### config.mk
export PLATFORM = sky130hd
export DESIGN_NAME = cpu_controller
export DESIGN_NICKNAME = d
export VERILOG_FILES = /design/src/rtl/cpu_ctrl_pkg.sv /design/src/rtl/instr_dec.sv /design/src/rtl/cpu_controller.sv
export SDC_FILE = /design/constraint.sdc
export NUM_CORES = 1
export LEC_CHECK = 0
export ABC_AREA = 0
export BUFFER_PORTS_ARGS = -buffer_cell sky130_fd_sc_hd__buf_2
export CAP_MARGIN = 20
export CORE_MARGIN = 5
export CORE_UTILIZATION = 41
export DETAILED_ROUTE_END_ITERATION = 10
export MAX_ROUTING_LAYER = met4
export PLACE_DENSITY = 0.81
export RECOVER_POWER = 50
export SETUP_SLACK_MARGIN = 0.5
export SYNTH_ARGS = -nofsm -noshare
export SYNTH_HDL_FRONTEND = slang
export SYNTH_HIERARCHICAL = 1
export SYNTH_SLANG_ARGS = --single-unit
### constraint.sdc
create_clock -name clk -period 1.83 [get_ports clk]
set_input_delay 0.549 -clock clk [delete_from_list [all_inputs] [get_ports clk]]
set_output_delay 0.549 -clock clk [all_outputs]
set_load 0.1 [all_outputs]
### src/rtl/cpu_ctrl_pkg.sv
// cpu_ctrl_pkg
// Shared definitions for the RISC CPU control unit: FSM state encoding,
// memory command codes, writeback-select codes and instruction opcode/op
// constants. Imported by instr_dec and cpu_controller.
package cpu_ctrl_pkg;

    typedef enum logic [4:0] {
        S_RST,
        S_IF1,
        S_IF2,
        S_UPC,
        S_DEC,
        S_WIMM,
        S_GETA,
        S_GETB,
        S_EXEC,
        S_WC,
        S_ADDR,
        S_LDA,
        S_MRD,
        S_MWB,
        S_GETD,
        S_PASS,
        S_MWR,
        S_HALT
    } state_t;

    // Memory command codes
    localparam logic [1:0] MEM_NONE  = 2'b00;
    localparam logic [1:0] MEM_READ  = 2'b01;
    localparam logic [1:0] MEM_WRITE = 2'b10;

    // Writeback select codes
    localparam logic [1:0] VSEL_C     = 2'b00;
    localparam logic [1:0] VSEL_PC    = 2'b01;
    localparam logic [1:0] VSEL_IMM8  = 2'b10;
    localparam logic [1:0] VSEL_MDATA = 2'b11;

    // Opcodes (ir[15:13])
    localparam logic [2:0] OPC_LDR  = 3'b011;
    localparam logic [2:0] OPC_STR  = 3'b100;
    localparam logic [2:0] OPC_ALU  = 3'b101;
    localparam logic [2:0] OPC_MOV  = 3'b110;
    localparam logic [2:0] OPC_HALT = 3'b111;

    // Op field (ir[12:11])
    localparam logic [1:0] OP_MOV_REG = 2'b00;
    localparam logic [1:0] OP_MOV_IMM = 2'b10;
    localparam logic [1:0] OP_ADD     = 2'b00;
    localparam logic [1:0] OP_CMP     = 2'b01;
    localparam logic [1:0] OP_AND     = 2'b10;
    localparam logic [1:0] OP_MVN     = 2'b11;
    localparam logic [1:0] OP_MEM     = 2'b00;

endpackage

### src/rtl/instr_dec.sv
// instr_dec
// Purely combinational field extraction from the 16-bit instruction register.
// Ports:
//   i_ir       in  16  instruction register
//   o_opcode   out 3   ir[15:13]
//   o_op       out 2   ir[12:11]
//   o_rn       out 3   ir[10:8]
//   o_rd       out 3   ir[7:5]
//   o_sh       out 2   ir[4:3]
//   o_rm       out 3   ir[2:0]
//   o_sximm5   out 16  ir[4:0] sign-extended
//   o_sximm8   out 16  ir[7:0] sign-extended
module instr_dec
    import cpu_ctrl_pkg::*;
(
    input  logic [15:0] i_ir,
    output logic [2:0]  o_opcode,
    output logic [1:0]  o_op,
    output logic [2:0]  o_rn,
    output logic [2:0]  o_rd,
    output logic [1:0]  o_sh,
    output logic [2:0]  o_rm,
    output logic [15:0] o_sximm5,
    output logic [15:0] o_sximm8
);

    assign o_opcode = i_ir[15:13];
    assign o_op     = i_ir[12:11];
    assign o_rn     = i_ir[10:8];
    assign o_rd     = i_ir[7:5];
    assign o_sh     = i_ir[4:3];
    assign o_rm     = i_ir[2:0];
    assign o_sximm5 = {{11{i_ir[4]}}, i_ir[4:0]};
    assign o_sximm8 = {{8{i_ir[7]}}, i_ir[7:0]};

endmodule

### src/rtl/cpu_controller.sv
// cpu_controller
// Moore-FSM control unit for the simple RISC CPU. Fetches via the PC,
// decodes the instruction register and sequences every datapath control.
// Ports:
//   clk, reset                    clock, synchronous active-high reset
//   ir[15:0]                      instruction register
//   status[2:0]                   {Z,N,V}; not consumed yet
//   readnum, writenum, write      register-file controls
//   vsel[1:0]                     writeback select (C/PC/sximm8/mdata)
//   loada, loadb, loadc, loads    pipeline/status register enables
//   asel, bsel, shift, ALUop      operand/shifter/ALU controls
//   sximm8, sximm5                sign-extended immediates
//   load_ir, load_pc, reset_pc    IR/PC controls
//   load_addr, addr_sel           data-address register, address mux (1=PC)
//   mem_cmd[1:0]                  NONE/READ/WRITE
//   halt                          high in the halt state
module cpu_controller
    import cpu_ctrl_pkg::*;
(
    input  logic        clk,
    input  logic        reset,
    input  logic [15:0] ir,
    input  logic [2:0]  status,
    output logic [2:0]  readnum,
    output logic [2:0]  writenum,
    output logic        write,
    output logic [1:0]  vsel,
    output logic        loada,
    output logic        loadb,
    output logic        loadc,
    output logic        loads,
    output logic        asel,
    output logic        bsel,
    output logic [1:0]  shift,
    output logic [1:0]  ALUop,
    output logic [15:0] sximm8,
    output logic [15:0] sximm5,
    output logic        load_ir,
    output logic        load_pc,
    output logic        reset_pc,
    output logic        load_addr,
    output logic        addr_sel,
    output logic [1:0]  mem_cmd,
    output logic        halt
);

    state_t     r_state;
    state_t     w_next_state;

    logic [2:0] w_opcode;
    logic [1:0] w_op;
    logic [2:0] w_rn;
    logic [2:0] w_rd;
    logic [1:0] w_sh;
    logic [2:0] w_rm;

    // Status flags are reserved for future branch instructions.
    logic       w_unused_status;
    assign w_unused_status = ^status;

    instr_dec u_dec (
        .i_ir     (ir),
        .o_opcode (w_opcode),
        .o_op     (w_op),
        .o_rn     (w_rn),
        .o_rd     (w_rd),
        .o_sh     (w_sh),
        .o_rm     (w_rm),
        .o_sximm5 (sximm5),
        .o_sximm8 (sximm8)
    );

    logic w_is_mem;
    logic w_is_ldr;
    logic w_is_cmp;
    logic w_zero_a;

    // Only LDR/STR reach the memory path, so opcode alone identifies them.
    assign w_is_mem = (w_opcode == OPC_LDR) || (w_opcode == OPC_STR);
    assign w_is_ldr = (w_opcode == OPC_LDR);
    assign w_is_cmp = (w_opcode == OPC_ALU) && (w_op == OP_CMP);
    // MOV reg and MVN use only the B operand, so A is forced to zero.
    assign w_zero_a = ((w_opcode == OPC_MOV) && (w_op == OP_MOV_REG)) ||
                      ((w_opcode == OPC_ALU) && (w_op == OP_MVN));

    always_ff @(posedge clk) begin
        if (reset) begin
            r_state <= S_RST;
        end else begin
            r_state <= w_next_state;
        end
    end

    always_comb begin
        w_next_state = r_state;
        readnum      = 3'd0;
        writenum     = 3'd0;
        write        = 1'b0;
        vsel         = VSEL_C;
        loada        = 1'b0;
        loadb        = 1'b0;
        loadc        = 1'b0;
        loads        = 1'b0;
        asel         = 1'b0;
        bsel         = 1'b0;
        shift        = 2'b00;
        ALUop        = 2'b00;
        load_ir      = 1'b0;
        load_pc      = 1'b0;
        reset_pc     = 1'b0;
        load_addr    = 1'b0;
        addr_sel     = 1'b0;
        mem_cmd      = MEM_NONE;
        halt         = 1'b0;

        case (r_state)
            S_RST: begin
                reset_pc     = 1'b1;
                load_pc      = 1'b1;
                w_next_state = S_IF1;
            end
            S_IF1: begin
                addr_sel     = 1'b1;
                mem_cmd      = MEM_READ;
                w_next_state = S_IF2;
            end
            S_IF2: begin
                addr_sel     = 1'b1;
                mem_cmd      = MEM_READ;
                load_ir      = 1'b1;
                w_next_state = S_UPC;
            end
            S_UPC: begin
                load_pc      = 1'b1;
                w_next_state = S_DEC;
            end
            S_DEC: begin
                if (w_opcode == OPC_HALT) begin
                    w_next_state = S_HALT;
                end else begin
                    case ({w_opcode, w_op})
                        {OPC_MOV, OP_MOV_IMM}:   w_next_state = S_WIMM;
                        {OPC_MOV, OP_MOV_REG},
                        {OPC_ALU, OP_MVN}:       w_next_state = S_GETB;
                        {OPC_ALU, OP_ADD},
                        {OPC_ALU, OP_CMP},
                        {OPC_ALU, OP_AND},
                        {OPC_LDR, OP_MEM},
                        {OPC_STR, OP_MEM}:       w_next_state = S_GETA;
                        default:                 w_next_state = S_IF1;
                    endcase
                end
            end
            S_WIMM: begin
                vsel         = VSEL_IMM8;
                writenum     = w_rn;
                write        = 1'b1;
                w_next_state = S_IF1;
            end
            S_GETA: begin
                readnum      = w_rn;
                loada        = 1'b1;
                w_next_state = w_is_mem ? S_ADDR : S_GETB;
            end
            S_GETB: begin
                readnum      = w_rm;
                loadb        = 1'b1;
                w_next_state = S_EXEC;
            end
            S_EXEC: begin
                shift = w_sh;
                ALUop = w_op;
                asel  = w_zero_a;
                if (w_is_cmp) begin
                    loads        = 1'b1;
                    w_next_state = S_IF1;
                end else begin
                    loadc        = 1'b1;
                    w_next_state = S_WC;
                end
            end
            S_WC: begin
                vsel         = VSEL_C;
                writenum     = w_rd;
                write        = 1'b1;
                w_next_state = S_IF1;
            end
            S_ADDR: begin
                // Effective address = Rn + sximm5
                bsel         = 1'b1;
                loadc        = 1'b1;
                w_next_state = S_LDA;
            end
            S_LDA: begin
                load_addr    = 1'b1;
                w_next_state = w_is_ldr ? S_MRD : S_GETD;
            end
            S_MRD: begin
                mem_cmd      = MEM_READ;
                w_next_state = S_MWB;
            end
            S_MWB: begin
                // Read is held so mdata stays valid during the writeback.
                mem_cmd      = MEM_READ;
                vsel         = VSEL_MDATA;
                writenum     = w_rd;
                write        = 1'b1;
                w_next_state = S_IF1;
            end
            S_GETD: begin
                readnum      = w_rd;
                loadb        = 1'b1;
                w_next_state = S_PASS;
            end
            S_PASS: begin
                // 0 + Rd passes store data into C, which drives the write bus.
                asel         = 1'b1;
                loadc        = 1'b1;
                w_next_state = S_MWR;
            end
            S_MWR: begin
                mem_cmd      = MEM_WRITE;
                w_next_state = S_IF1;
            end
            S_HALT: begin
                halt         = 1'b1;
                w_next_state = S_HALT;
            end
            default: begin
                w_next_state = S_RST;
            end
        endcase
    end

endmodule
==> out/results.tsv, run 1 <==
metric	value	unit
die_h	61.9	µm
initial_core_util	0.437	
syn_area_per_cell	6.49	µm²
synthesis.instances	170	
yosysTopAreaCell	buf_4	
synth_enable_flop_cells	0	
synth_top_family_by_area	buffers and inverters	
synthAdderAreaFrac	0	
synth_xor_area_frac	0.00794	
synth_mux_area_frac	0	
syn-cell-area	1100	µm²
synth_top_area_share	0.327	
ios	80	
error_line	[ERROR DPL-0038] Utilization greater than 100%, impossible to legalize	
synth_seq_cells	5	
ys.flop_type	dfxtp_1	
syn_nets	191	
synthTopCellsByCount	48 x buf_4, 20 x nor2_1, 14 x nand2_1, 9 x nor3_1, 8 x a21oi_1	
dieWidth	61.9	µm
stop_stage	detailed placement	
synth-simple-area-share	0.332	
outcome	aborted with a tool error	
synthArstFlopShare	0	
port_buffers	76	
synthTopCellsByArea	buf_4 33%, dfxtp_1 9.1%, nor2_1 6.8%	
yosysMostFrequentCell	buf_4	
gp_congestion	0.968	
row_count	18	
yosysSeqAreaShare	0.0907	
synth_compound_area_frac	0.204	
ys_types	36	
synth_warnings	6	
[stage by stage]
| step | area, µm² | cells | hold WS [ps] | setup WS (ps) |
|---|---|---|---|---|
| floorplan | 1530 | 170 | 616 | -662 |
| global placement | 2650 | 270 | 706 | -244 |
[logic make-up after synthesis]
logic type	count (synthesis)
and+or+nand+nor	71
buffers and inverters	59
AOI/OAI and AO/OA	34
DFF	5
xor gates and xnor gates	1
==> run 2, diff against run 1 <==
Settings changed: CORE_AREA set to 5 5 66 68, CORE_MARGIN 5 to unset, CORE_UTILIZATION 41 to unset, DIE_AREA set to 0 0 71 73, MAX_ROUTING_LAYER met4 to unset, PLACE_DENSITY 0.81 to unset, PLACE_DENSITY_LB_ADDON set to 0.15, SETUP_SLACK_MARGIN 0.5 to unset.
==> out/results.tsv, run 2 <==
metric	value	unit	change
outcome	complete, but fails checks		
violations	setup timing		
grtUsageTotal	0.181		
final_area	2770	µm²	
ant_nets	0		
top_usage_layer	met2		
slew_violations	0		
fin_nets	269		
die_area	5180	µm²	
synthTopCellsByArea	buf_4 33%, dfxtp_1 9.1%, nor2_1 6.8%		
yosysMostFrequentCell	buf_4		
p_int	1.37	mW	
layout_common_cells	47 x buf_12, 40 x buf_4, 16 x buf_2		
final_cell_count_no_fill	297		
ys.flop_type	dfxtp_1		
syn_area_per_cell	6.49	µm²	unchanged
row_count	23		+5
startpoint_type	input port		
synthTopCellsByCount	48 x buf_4, 20 x nor2_1, 14 x nand2_1, 9 x nor3_1, 8 x a21oi_1		
fin_skew	2.57	ps	
die_h	73	µm	+18%
dp_hpwl	3.72	mm	
dieWidth	71	µm	+15%
ios	80		unchanged
timing.fmax	478	MHz	
max_flop_register	r_state		
synthToLayoutAreaGrowth	151	%	
reg.largest.list	r_state (5)		
dr.pass1.iters	4		
final_util	0.729		
placed_area	2620	µm²	
drc	0		
vias_per_cell	4.94		
antenna_cells	0		
cts_max_level	1		
pwr-share-comb	0.871		
grt_pass1_vias	1555		
pwr-share-seq	0.067		
antenna_found_initial	0		
ys_types	36		unchanged
cts.sinks	5		
path_class	input port to primary output		
path_max_fanout	4		
drt_iter0_markers	61		
initial_core_util	0.291		-0.147
met2_usage	0.366		
overflow	0		
cts_tree	built		
synthesis.instances	170		unchanged
rsz0062_at_grt	yes		
tightestPinTransition	554	ps	
grt_pass1_wl	7.65	mm	
cts_max_path_buffers	2		
ir_worst_vdd	0.567	mV	
coreArea	3800	µm²	
synthArstFlopShare	0		unchanged
dp_slack	-384	ps	
clkSlewWorstSetupHoldPaths	30	ps	
yosysTopAreaCell	buf_4		
synth_warnings	6		unchanged
port_buffers	76		unchanged
wl_per_cell	16.1	µm	
synth_enable_flop_cells	0		unchanged
p_clk_frac	0.062		
p_leak	1.15	nW	
setup_viol	26		
largest_reg_flops	5		
gp_congestion	0.857		-11%
finalWirelength	4.78	mm	
grt_start_max_net_pins	14		
crit_arrival	1540	ps	
vias	1468		
setup_ws	-261	ps	
synth_top_area_share	0.327		unchanged
p_sw_frac	0.570		
synth_seq_cells	5		unchanged
cp.required	1280	ps	
yosysSeqAreaShare	0.0907		unchanged
cap_violations	0		
drive_gt1_frac	0.773		
grtUsageMet3	0.0579		
finalCritPeriodShare	1.14		
syn-cell-area	1100	µm²	unchanged
grtUsageMet1	0.179		
slew_headroom	0.633		
switchingPower	1.81	mW	
end_kind	primary output		
cts-root-buf	clkbuf_8		
power_density	1150	nW/µm²	
hold_viol	0		
numCtsBuffers	3		
period_minus_slack	2090	ps	
place_inst	283		
clock_latency	220	ps	
hold_path.class	input port to flop		
layout_commonest_cell	buf_12		
syn_nets	191		unchanged
==> run 2: worst paths after layout <==
kind / startpoint / to / slack (ps) / cells after the start
min reg2reg: r_state[2] / r_state[2] / 760 / 3
max: ir[13] / asel / -260 / 6
max reg2reg: r_state[4] / r_state[0] / 60 / 6
min: reset / r_state[4] / 530 / 2
==> run 2: stage by stage <==
| step | hold WS, ps | TNS, ps | power (mW) |
|---|---|---|---|
| after floorplan | 618 | -8210 | 1.89 |
| final | 530 | -4250 | 3.18 |
| after detailed placement | 660 | -2710 | 2.78 |
| after CTS | 513 | -4490 | 3.16 |
| after global routing | 535 | -5450 | 3.30 |
| after global placement | 658 | -2260 | 2.75 |
==> run 2: layer usage <==
layer  part of all wire  vias to the layer above
met5                  0                        -
li1                   -                      693
met4              0.018                        0
met1               0.34                      688
met2               0.56                       76
met3              0.083                       11
==> run 2: cell families (layout without fill, tap and decap cells) <==
group	after synthesis	count (layout)	synth area share
buffers and inverters	59	136	0.365
XOR/XNOR	1	1	0.00794
flip-flops	5	5	0.0907
AO/OA/AOI/OAI	34	34	0.204
AND/OR/NAND/NOR	71	71	0.332
==> run 2: critical path, stage by stage <==
cell      delay, ps
buf_8           100
nand2b_4        140
o31ai_4         200
nand3_2         140
a21oi_4         210
buf_12          190
==> run 2: what timing repair did <==
action,in CTS,in global routing
gates resized for setup,40,14
hold buffers,0,0
endpoints found under the hold margin,0,0
endpoints found under the setup margin,27,27
buffers inserted,8,4
pin swaps,18,18
==> run 2: power by group through the flow <==
stage | Combinational [mW] | Clock (mW) | Sequential [mW]
after detailed placement | 2.57 | 0 | 0.203
after global placement | 2.54 | 0 | 0.206
final | 2.77 | 0.198 | 0.212
after floorplan | 1.72 | 0 | 0.175
after global routing | 2.88 | 0.210 | 0.215
after CTS | 2.76 | 0.200 | 0.207
==> run 2: area by class of cell <==
| type | count | area (µm²) |
|---|---|---|
| clock buffer | 4 | 45.0 |
| fill | 268 | 1030 |
| timing repair buffer | 128 | 1570 |
| tap | 50 | 62.6 |
| multi-input combinational | 106 | 961 |
| inverter | 4 | 15.0 |
| sequential | 5 | 119 |
(Power assumes the default switching activity.)
